$ cat config.mk
export PLATFORM = sky130hd
export DESIGN_NAME = hwmod_multi
export DESIGN_NICKNAME = d
export VERILOG_FILES = /design/src/rtl/hwmod_multi.sv
export SDC_FILE = /design/constraint.sdc
export NUM_CORES = 1
export LEC_CHECK = 0
export CAP_MARGIN = 20
export CORE_MARGIN = 1.5
export CORE_UTILIZATION = 44
export DETAILED_ROUTE_END_ITERATION = 8
export GPL_ROUTABILITY_DRIVEN = 0
export HOLD_SLACK_MARGIN = 0.05
export PLACE_DENSITY = 0.75
export SETUP_SLACK_MARGIN = 0.15
export SLEW_MARGIN = 10
export SYNTH_ARGS = -nofsm -noshare
export SYNTH_HDL_FRONTEND = slang
export SYNTH_SLANG_ARGS = --single-unit
$ cat constraint.sdc
create_clock -name clk -period 12.6 [get_ports clk]
set_clock_uncertainty 0.1 [all_clocks]
set_input_delay 3.78 -clock clk [delete_from_list [all_inputs] [get_ports clk]]
set_output_delay 3.78 -clock clk [all_outputs]
set_load 0.01 [all_outputs]
$ cat src/rtl/hwmod_multi.sv
// hwmod_multi: multi-region hardware access monitor for an MSP430 core.
//
// Watches NUM_REGIONS protected data regions. Each region has an owning code
// range. When an access-policy violation is seen, a sticky registered reset
// is raised towards the core. It stays high for at least RESET_HOLD cycles
// and is released once the CPU fetches from RESET_HANDLER. The region index,
// cause and a saturating count of violations are kept for post-reset
// diagnosis. These clear only on puc, not on the monitor's own reset pulse.
//
// Optional feature: define HWMOD_MULTI_DMA_CHECK_EN to flag DMA accesses
// into any enabled region (cause 3'b100). When it is undefined, dma_en and
// dma_addr are accepted but ignored.
//
// Ports:
//   clk, puc          clock, synchronous active-high reset
//   pc                current program counter
//   data_en/wr/addr   CPU data access tap
//   dma_en/addr       DMA access tap
//   irq               interrupt taken
//   region_en         per-region monitor enable
//   region_min/max    packed inclusive region bounds, region i at [16i+15:16i]
//   owner_min/max     packed inclusive owner-code bounds
//   reset             registered reset request to the core
//   viol_id           index of the last violating region
//   viol_cause        cause of the last violation
//   viol_count        saturating violation count
module hwmod_multi #(
  parameter int          NUM_REGIONS   = 4,
  parameter int          ID_W          = 4,
  parameter int          CNT_W         = 8,
  parameter logic [15:0] RESET_HOLD    = 16'h0004,
  parameter logic [15:0] RESET_HANDLER = 16'h0000
) (
  input  logic                      clk,
  input  logic                      puc,
  input  logic [15:0]               pc,
  input  logic                      data_en,
  input  logic                      data_wr,
  input  logic [15:0]               data_addr,
  input  logic                      dma_en,
  input  logic [15:0]               dma_addr,
  input  logic                      irq,
  input  logic [NUM_REGIONS-1:0]    region_en,
  input  logic [16*NUM_REGIONS-1:0] region_min,
  input  logic [16*NUM_REGIONS-1:0] region_max,
  input  logic [16*NUM_REGIONS-1:0] owner_min,
  input  logic [16*NUM_REGIONS-1:0] owner_max,
  output logic                      reset,
  output logic [ID_W-1:0]           viol_id,
  output logic [2:0]                viol_cause,
  output logic [CNT_W-1:0]          viol_count
);

  typedef enum logic [1:0] {ST_RUN, ST_HOLD, ST_WAIT} state_t;

  state_t            state_q, state_d;
  logic              reset_q, reset_d;
  logic [ID_W-1:0]   viol_id_q, viol_id_d;
  logic [2:0]        viol_cause_q, viol_cause_d;
  logic [CNT_W-1:0]  viol_count_q, viol_count_d;
  logic [15:0]       hold_q, hold_d;

  logic              viol_any;
  logic [ID_W-1:0]   viol_idx;
  logic [2:0]        viol_code;

  // Inclusive unsigned range test; lo > hi naturally yields an empty range.
  function automatic logic in_range(input logic [15:0] addr,
                                    input logic [15:0] lo,
                                    input logic [15:0] hi);
    return (lo <= addr) && (addr <= hi);
  endfunction

  // Lowest cause code wins when several fire for one region.
  function automatic logic [2:0] region_cause(input logic c_foreign,
                                              input logic c_self_wr,
                                              input logic c_irq,
                                              input logic c_dma);
    if (c_foreign) return 3'b001;
    if (c_self_wr) return 3'b010;
    if (c_irq)     return 3'b011;
    if (c_dma)     return 3'b100;
    return 3'b000;
  endfunction

`ifndef HWMOD_MULTI_DMA_CHECK_EN
  logic unused_dma;
  assign unused_dma = ^{dma_en, dma_addr};
`endif

  // Per-region evaluation. Iterating from the top index down lets the
  // lowest violating index overwrite the others.
  always_comb begin
    viol_any  = 1'b0;
    viol_idx  = '0;
    viol_code = 3'b000;
    for (int i = NUM_REGIONS - 1; i >= 0; i--) begin
      logic       d_hit, own, d_self, dma_hit;
      logic [2:0] code;
      d_hit  = region_en[i] &&
               in_range(data_addr, region_min[16*i +: 16], region_max[16*i +: 16]);
      own    = in_range(pc, owner_min[16*i +: 16], owner_max[16*i +: 16]);
      d_self = in_range(data_addr, owner_min[16*i +: 16], owner_max[16*i +: 16]);
`ifdef HWMOD_MULTI_DMA_CHECK_EN
      dma_hit = dma_en && region_en[i] &&
                in_range(dma_addr, region_min[16*i +: 16], region_max[16*i +: 16]);
`else
      dma_hit = 1'b0;
`endif
      code = region_cause(data_en && d_hit && !own,
                          data_en && data_wr && d_hit && own && d_self,
                          irq && own && region_en[i],
                          dma_hit);
      if (code != 3'b000) begin
        viol_any  = 1'b1;
        viol_idx  = ID_W'(i);
        viol_code = code;
      end
    end
  end

  always_comb begin
    state_d      = state_q;
    reset_d      = reset_q;
    viol_id_d    = viol_id_q;
    viol_cause_d = viol_cause_q;
    viol_count_d = viol_count_q;
    hold_d       = hold_q;
    case (state_q)
      ST_RUN: begin
        if (viol_any) begin
          state_d      = ST_HOLD;
          reset_d      = 1'b1;
          viol_id_d    = viol_idx;
          viol_cause_d = viol_code;
          if (viol_count_q != '1) viol_count_d = viol_count_q + CNT_W'(1);
          hold_d       = RESET_HOLD - 16'd1;
        end
      end
      ST_HOLD: begin
        if (hold_q == 16'd0) state_d = ST_WAIT;
        else                 hold_d  = hold_q - 16'd1;
      end
      ST_WAIT: begin
        // Violations seen here, including in the release cycle, are dropped.
        if (pc == RESET_HANDLER) begin
          reset_d = 1'b0;
          state_d = ST_RUN;
        end
      end
      default: begin
        state_d = ST_RUN;
        reset_d = 1'b0;
      end
    endcase
  end

  always_ff @(posedge clk) begin
    if (puc) begin
      state_q      <= ST_RUN;
      reset_q      <= 1'b0;
      viol_id_q    <= '0;
      viol_cause_q <= 3'b000;
      viol_count_q <= '0;
      hold_q       <= 16'd0;
    end else begin
      state_q      <= state_d;
      reset_q      <= reset_d;
      viol_id_q    <= viol_id_d;
      viol_cause_q <= viol_cause_d;
      viol_count_q <= viol_count_d;
      hold_q       <= hold_d;
    end
  end

  assign reset      = reset_q;
  assign viol_id    = viol_id_q;
  assign viol_cause = viol_cause_q;
  assign viol_count = viol_count_q;

endmodule

==> results of run 1 <==
-- worst paths after layout --
path                start            end  slack [ps]
max          data_addr[4]  viol_count[0]        3540
min            hold_q[10]     hold_q[10]         370
max reg2reg     hold_q[7]      hold_q[9]        8990
min reg2reg    hold_q[10]     hold_q[10]         370
-- logic make-up after synthesis --
logic type / after synthesis / synth area share [%]
xor+xnor: 3 / 0.250
simple gates: 374 / 19.5
mux: 6 / 0.714
buf+inv: 185 / 6.74
flops: 31 / 5.90
other cells: 1 / 0.0357
fa+ha+maj: 386 / 45.9
compound gates: 344 / 20.9
-- state kept, by name, summed over array words and instances (netlist names) --
register	flops
hold_q	16
viol_count	8
viol_cause	2
state_q	2
reset	1
viol_id	2
-- cell type report --
cell class / count / area share [%]
Inverter: 172 / 4.57
Clock buffer: 7 / 1.08
Tap cell: 319 / 2.82
Multi-Input combinational cell: 1116 / 65.0
Clock inverter: 1 / 0.0531
Timing Repair Buffer: 312 / 22.0
Sequential cell: 31 / 4.39
-- synthesized netlist by cell type (all sizes together) (7+ instances only) --
| library cell | count | share of area (%) |
|---|---|---|
| nor4 | 18 | 1.1 |
| nor3 | 18 | 0.90 |
| nor2b | 28 | 1.7 |
| ha | 386 | 46 |
| nand2b | 10 | 0.60 |
| or4 | 12 | 0.86 |
| a21oi | 155 | 7.4 |
| o21a | 8 | 0.57 |
| clkbuf | 8 | 0.29 |
| a221oi | 10 | 0.89 |
| a211oi | 24 | 1.7 |
| nand3 | 49 | 2.3 |
| a221o | 7 | 0.67 |
| nand4 | 84 | 5.0 |
| dfxtp | 31 | 5.9 |
| o211ai | 21 | 1.5 |
| or2 | 7 | 0.42 |
| inv | 172 | 6.1 |
| and2 | 8 | 0.48 |
| or3 | 17 | 1.0 |
| o31ai | 10 | 0.71 |
| o21ai | 31 | 1.5 |
| nor2 | 39 | 1.4 |
| a21o | 35 | 2.5 |
| nand2 | 64 | 2.3 |
-- cell usage in the layout (no fill, tap or decap), types with 31 or more instances in the layout --
cell / count
a21o_1: 35
ha_1: 386
dfxtp_1: 31
inv_1: 172
a21oi_1: 155
nand2_1: 64
nand3_1: 49
clkdlybuf4s50_1: 309
nand4_1: 84
nor2_1: 39
-- through the flow --
stage	util [%]	cells	area, um^2	setup WS (ps)	power (mW)
2_1_floorplan	-	1332	10500	5520	0.563
3_3_place_gp	59.5	1950	14000	3460	0.779
3_5_place_dp	59.5	1950	14000	3410	0.807
4_1_cts	60.2	1958	14100	3670	0.939
5_1_grt	60.2	1958	14100	3310	1.03
6_report	60.2	1958	14100	3540	0.945
-- power by group through the flow --
stage	registers (mW)	logic, mW	clock network [mW]
after global routing	0.169	0.730	0.134
after global placement	0.162	0.617	0
final	0.164	0.653	0.128
after detailed placement	0.164	0.643	0
after floorplan	0.160	0.403	0
after CTS	0.163	0.647	0.129
-- routing by layer --
metal / wire [um] / track usage [%]
met5: 13 / 0
met4: 1230 / 10.2
met3: 2960 / 4.60
met2: 18000 / 53.5
met1: 16700 / 37.8
-- worst max-delay path: cells and delay by family --
kind,cells,cell delay [ps]
AO/OA/AOI/OAI,3,1510
adder cells (fa/ha/maj),1,420
buffers and inverters,2,1410
multiplexers,2,640
AND/OR/NAND/NOR,5,1360
==> metrics, run 1 <==
Detailed Route WL 38900 um; core area 0.0235 mm^2; Syn Inst Count about 1300; WL/cell 19.9 um; H-tree levels 2; status finished, final reports clean; DRC 0; largest net degree at the start of global routing 32; Crit path largest cell delay around 960 ps; IO Pins 330; period utilization 71.9%; Slew @ Worst Pin 964 ps; Hold Path Depth 2; Max Freq 110 MHz; Port-buffer cells 309; min cycle time layout 9060 ps; Overflow after GRT 0; Via Count 11700; clock slew at reported path FFs 50 ps; ys async rst share 0%; layout cell share with drive strength beyond 1 1.71%; Die X 158 um; primary flip-flop cell chosen by synthesis mapping dfxtp_1; Seq pwr share between 10% and 20%; Mapped Area 0.0105 mm^2; Hold Violations, Final 0; # diodes 0; Net Sw Frac 44.9%; Int Power between 0.5 and 0.6 mW; Avg Vias per Cell 5.96; clk_lat worst skew approximately 280 ps; CTS tree yes; WHS 374 ps; Chip Height approximately 160 um; Yosys Warn Count 0; cells resized by post-CTS repair 0; Post-synth EDFFs 0; worst hold path type reg -> reg; vias in the first global route about 11000; post-route ant nets 0; CTS sink cnt 31; CP Launch Type input port; relative slew slack 35.7%; Starting Density 44.8%; Std-Cell Rows between 50 and 60; Cell Pwr Density approximately 67 mW/mm^2; Synth Area per Inst 7.90 um^2; Critical Path AT a little over 9000 ps; Logic pwr share between 60 and 70%; Crit-path slowest cell clkdlybuf4s50_1; 1st-iter DRT viols 619; area grow syn2layout 34.4%; first-pass GRT wire length 58300 um; die area 0.0248 mm^2; Crit. End Element register; worst path required time 12670 ps; DRT Pass-1 Iters 5; area of the multi-input gates 0.00919 mm^2; initial antenna violation count 1; final setup fails 0; fin nets 2338; critical path class in -> reg; RSZ-0062 raised after global routing false; Root Driver clkbuf_16; filler cell count 2088; Detailed Place HPWL 33000 um; Leak Pwr 6.85 nW; Post-CTS Setup Inserts 0; worst reg-to-reg path cell count 8; setup TNS 0 ps; worst IR drop on VDD roughly 0.08 mV; total CTS buffers 5; synthesized flop and latch total 31; CP max FO 14; cts hold-fix bufs 0; CTS max path bufs 2; max-cap violations 0; power share of the clock group 13.5%; Psw around 0.42 mW; crit-path cells clkdlybuf4s50_1 -> inv_1 -> ha_1 -> nand2_1 -> nor4_1 -> nand4_1 -> a211oi_1 -> a32oi_1 -> mux2i_1 -> nor2_1 -> a21oi_1 -> nor2b_1 -> mux2_2; register area 621 um^2; overall routing resource usage ~30%; sequential area share after synthesis 5.90%; max-slew violations 0; Unique masters post-synth 65
Power figures use the tool's default switching activity.
==> run 2: changes to the inputs <==
Settings changed: PLACE_DENSITY 0.75 to 0.78.
Clock period 12.6 ns to 7.9 ns, I/O delays scaled along.
==> metrics, run 2 (same netlist as run 1, synthesis figures left out) <==
Met3 Wirelength 3390 um; Via Count between 10000 and 15000; Die X 158 um; Slew @ Worst Pin 856 ps; Leak Pwr around 7 nW; Seq pwr share 17.1%; Port-buffer cells 309; commonest non-fill, non-tap cells in the layout 386 x ha_1, 309 x clkdlybuf4s50_1, 172 x inv_1; total CTS buffers 5; core area 0.0235 mm^2; CTS tree yes; die area roughly 0.025 mm^2; overall routing resource usage 31.1%; cts hold-fix bufs 0; Max Freq roughly 140 MHz; final setup fails 0; status finished, final reports clean; CP Launch Type input port; vias in the first global route 11500; first-pass GRT wire length 59600 um; RSZ-0062 raised after global routing false; Root Driver clkbuf_16; worst hold path type reg -> reg; Avg Vias per Cell 5.97; max-slew violations 0; Psw 0.676 mW; Overflow after GRT 0; cells resized by post-CTS repair 0; Net Sw Frac a little over two fifths; Chip Height 158 um; Final WS setup 637 ps; clock slew at reported path FFs around 50 ps; number of flip-flops in the largest register 16; WL/cell 20.1 um; clk_lat worst skew 270 ps; wl on met1 16200 um; fin nets 2352; final core occ 60.7%; IO Pins 330; total chip power ~1.5 mW; worst path required time 8000 ps; relative slew slack between 40% and 50%; post-route ant nets 0; initial antenna violation count 2; layout cell share with drive strength beyond 1 2.54%; commonest non-fill, non-tap cell in the layout ha_1; Post-CTS Setup Inserts 0; routed length on met2 17900 um; CP max FO 31; CTS max path bufs 2; DRT Pass-1 Iters 7; H-tree levels 2; 1st-iter DRT viols 577; Crit. End Element register; critical path class in -> reg; Logic pwr share 68.3%; largest net degree at the start of global routing 32; max-cap violations 0; Critical Path AT 7370 ps; Cell Pwr Density 108 mW/mm^2; Std-Cell Rows between 50 and 60; Detailed Place HPWL 33900 um; Hold Violations, Final 0; Int Power 0.861 mW; setup TNS 0 ps; worst IR drop on VDD 0.138 mV; power share of the clock group 14.6%; Detailed Route WL 39600 um; Starting Density 44.8%; pre-CTS setup slack a little under 600 ps; area grow syn2layout 35.6%; DRC 0; Reg with most FFs hold_q; period utilization 91.9%; DR top layer met5; min cycle time layout 7260 ps; CTS sink cnt 31
==> run 2: cell types whose count changed in the layout (fill, tap and decap cells not counted) <==
cell	change
buf_4	+14
bufinv_16	+1
clkbuf_8	-1
clkinv_2	+1
clkinvlp_4	-1
diode_2	+2
==> run 2: per-layer routing <==
layer,up-vias,track usage [%]
met5,-,0
met4,2,15.3
met3,119,6.03
met2,560,53.3
met1,5407,37.0
li1,5704,-
==> run 2: worst paths after layout <==
path                                    from          to  slack [ps]  cells past startpoint
worst max-delay path            data_addr[9]   hold_q[3]         640                     13
worst min-delay path              hold_q[10]  hold_q[10]         380                      2
worst max register to register     hold_q[7]  hold_q[12]        4350                      8
worst min register to register    hold_q[10]  hold_q[10]         380                      2
==> run 2: worst max-delay path, stage by stage <==
cell	delay [ps]
clkdlybuf4s50_1	820
inv_1	380
ha_1	450
nand4_1	120
nor4_1	550
nand4_1	220
a211oi_1	470
a32oi_1	230
mux2i_1	260
nor3_1	70
a221o_1	660
or4b_1	590
a21oi_1	160
==> run 2: power by group through the flow <==
stage                     combinational [mW]  sequential [mW]  clock [mW]
final                                   1.05            0.263       0.224
after global routing                    1.17            0.270       0.235
after detailed placement                1.03            0.263           0
after CTS                               1.04            0.261       0.227
after global placement                 0.989            0.260           0
after floorplan                        0.642            0.256           0
==> run 2: area by class of cell <==
class                   instances  area [um^2]
well taps                     319          399
inverters                     172          646
flip-flops and latches         31          621
clock inverters                 2         35.0
fillers                      2052         9220
diodes                          2         5.00
repair buffers                326         3220
multi-input cells            1116         9190
clock buffers                   6          139
==> run 2: metrics by stage <==
| step | instances | area [um^2] | hold slack [ps] |
|---|---|---|---|
| finish | 1974 | 14300 | 379 |
| global route | 1973 | 14300 | 390 |
| CTS | 1972 | 14200 | 376 |
| detailed placement | 1964 | 14100 | 367 |
| global placement | 1964 | 14100 | 357 |
| floorplan | 1332 | 10500 | 347 |
==> run 3: changes to the inputs <==
Settings changed: CAP_MARGIN 20 to not set.
==> results of run 3 <==
The final DEF is identical to that of run 2; final timing and power are the same.
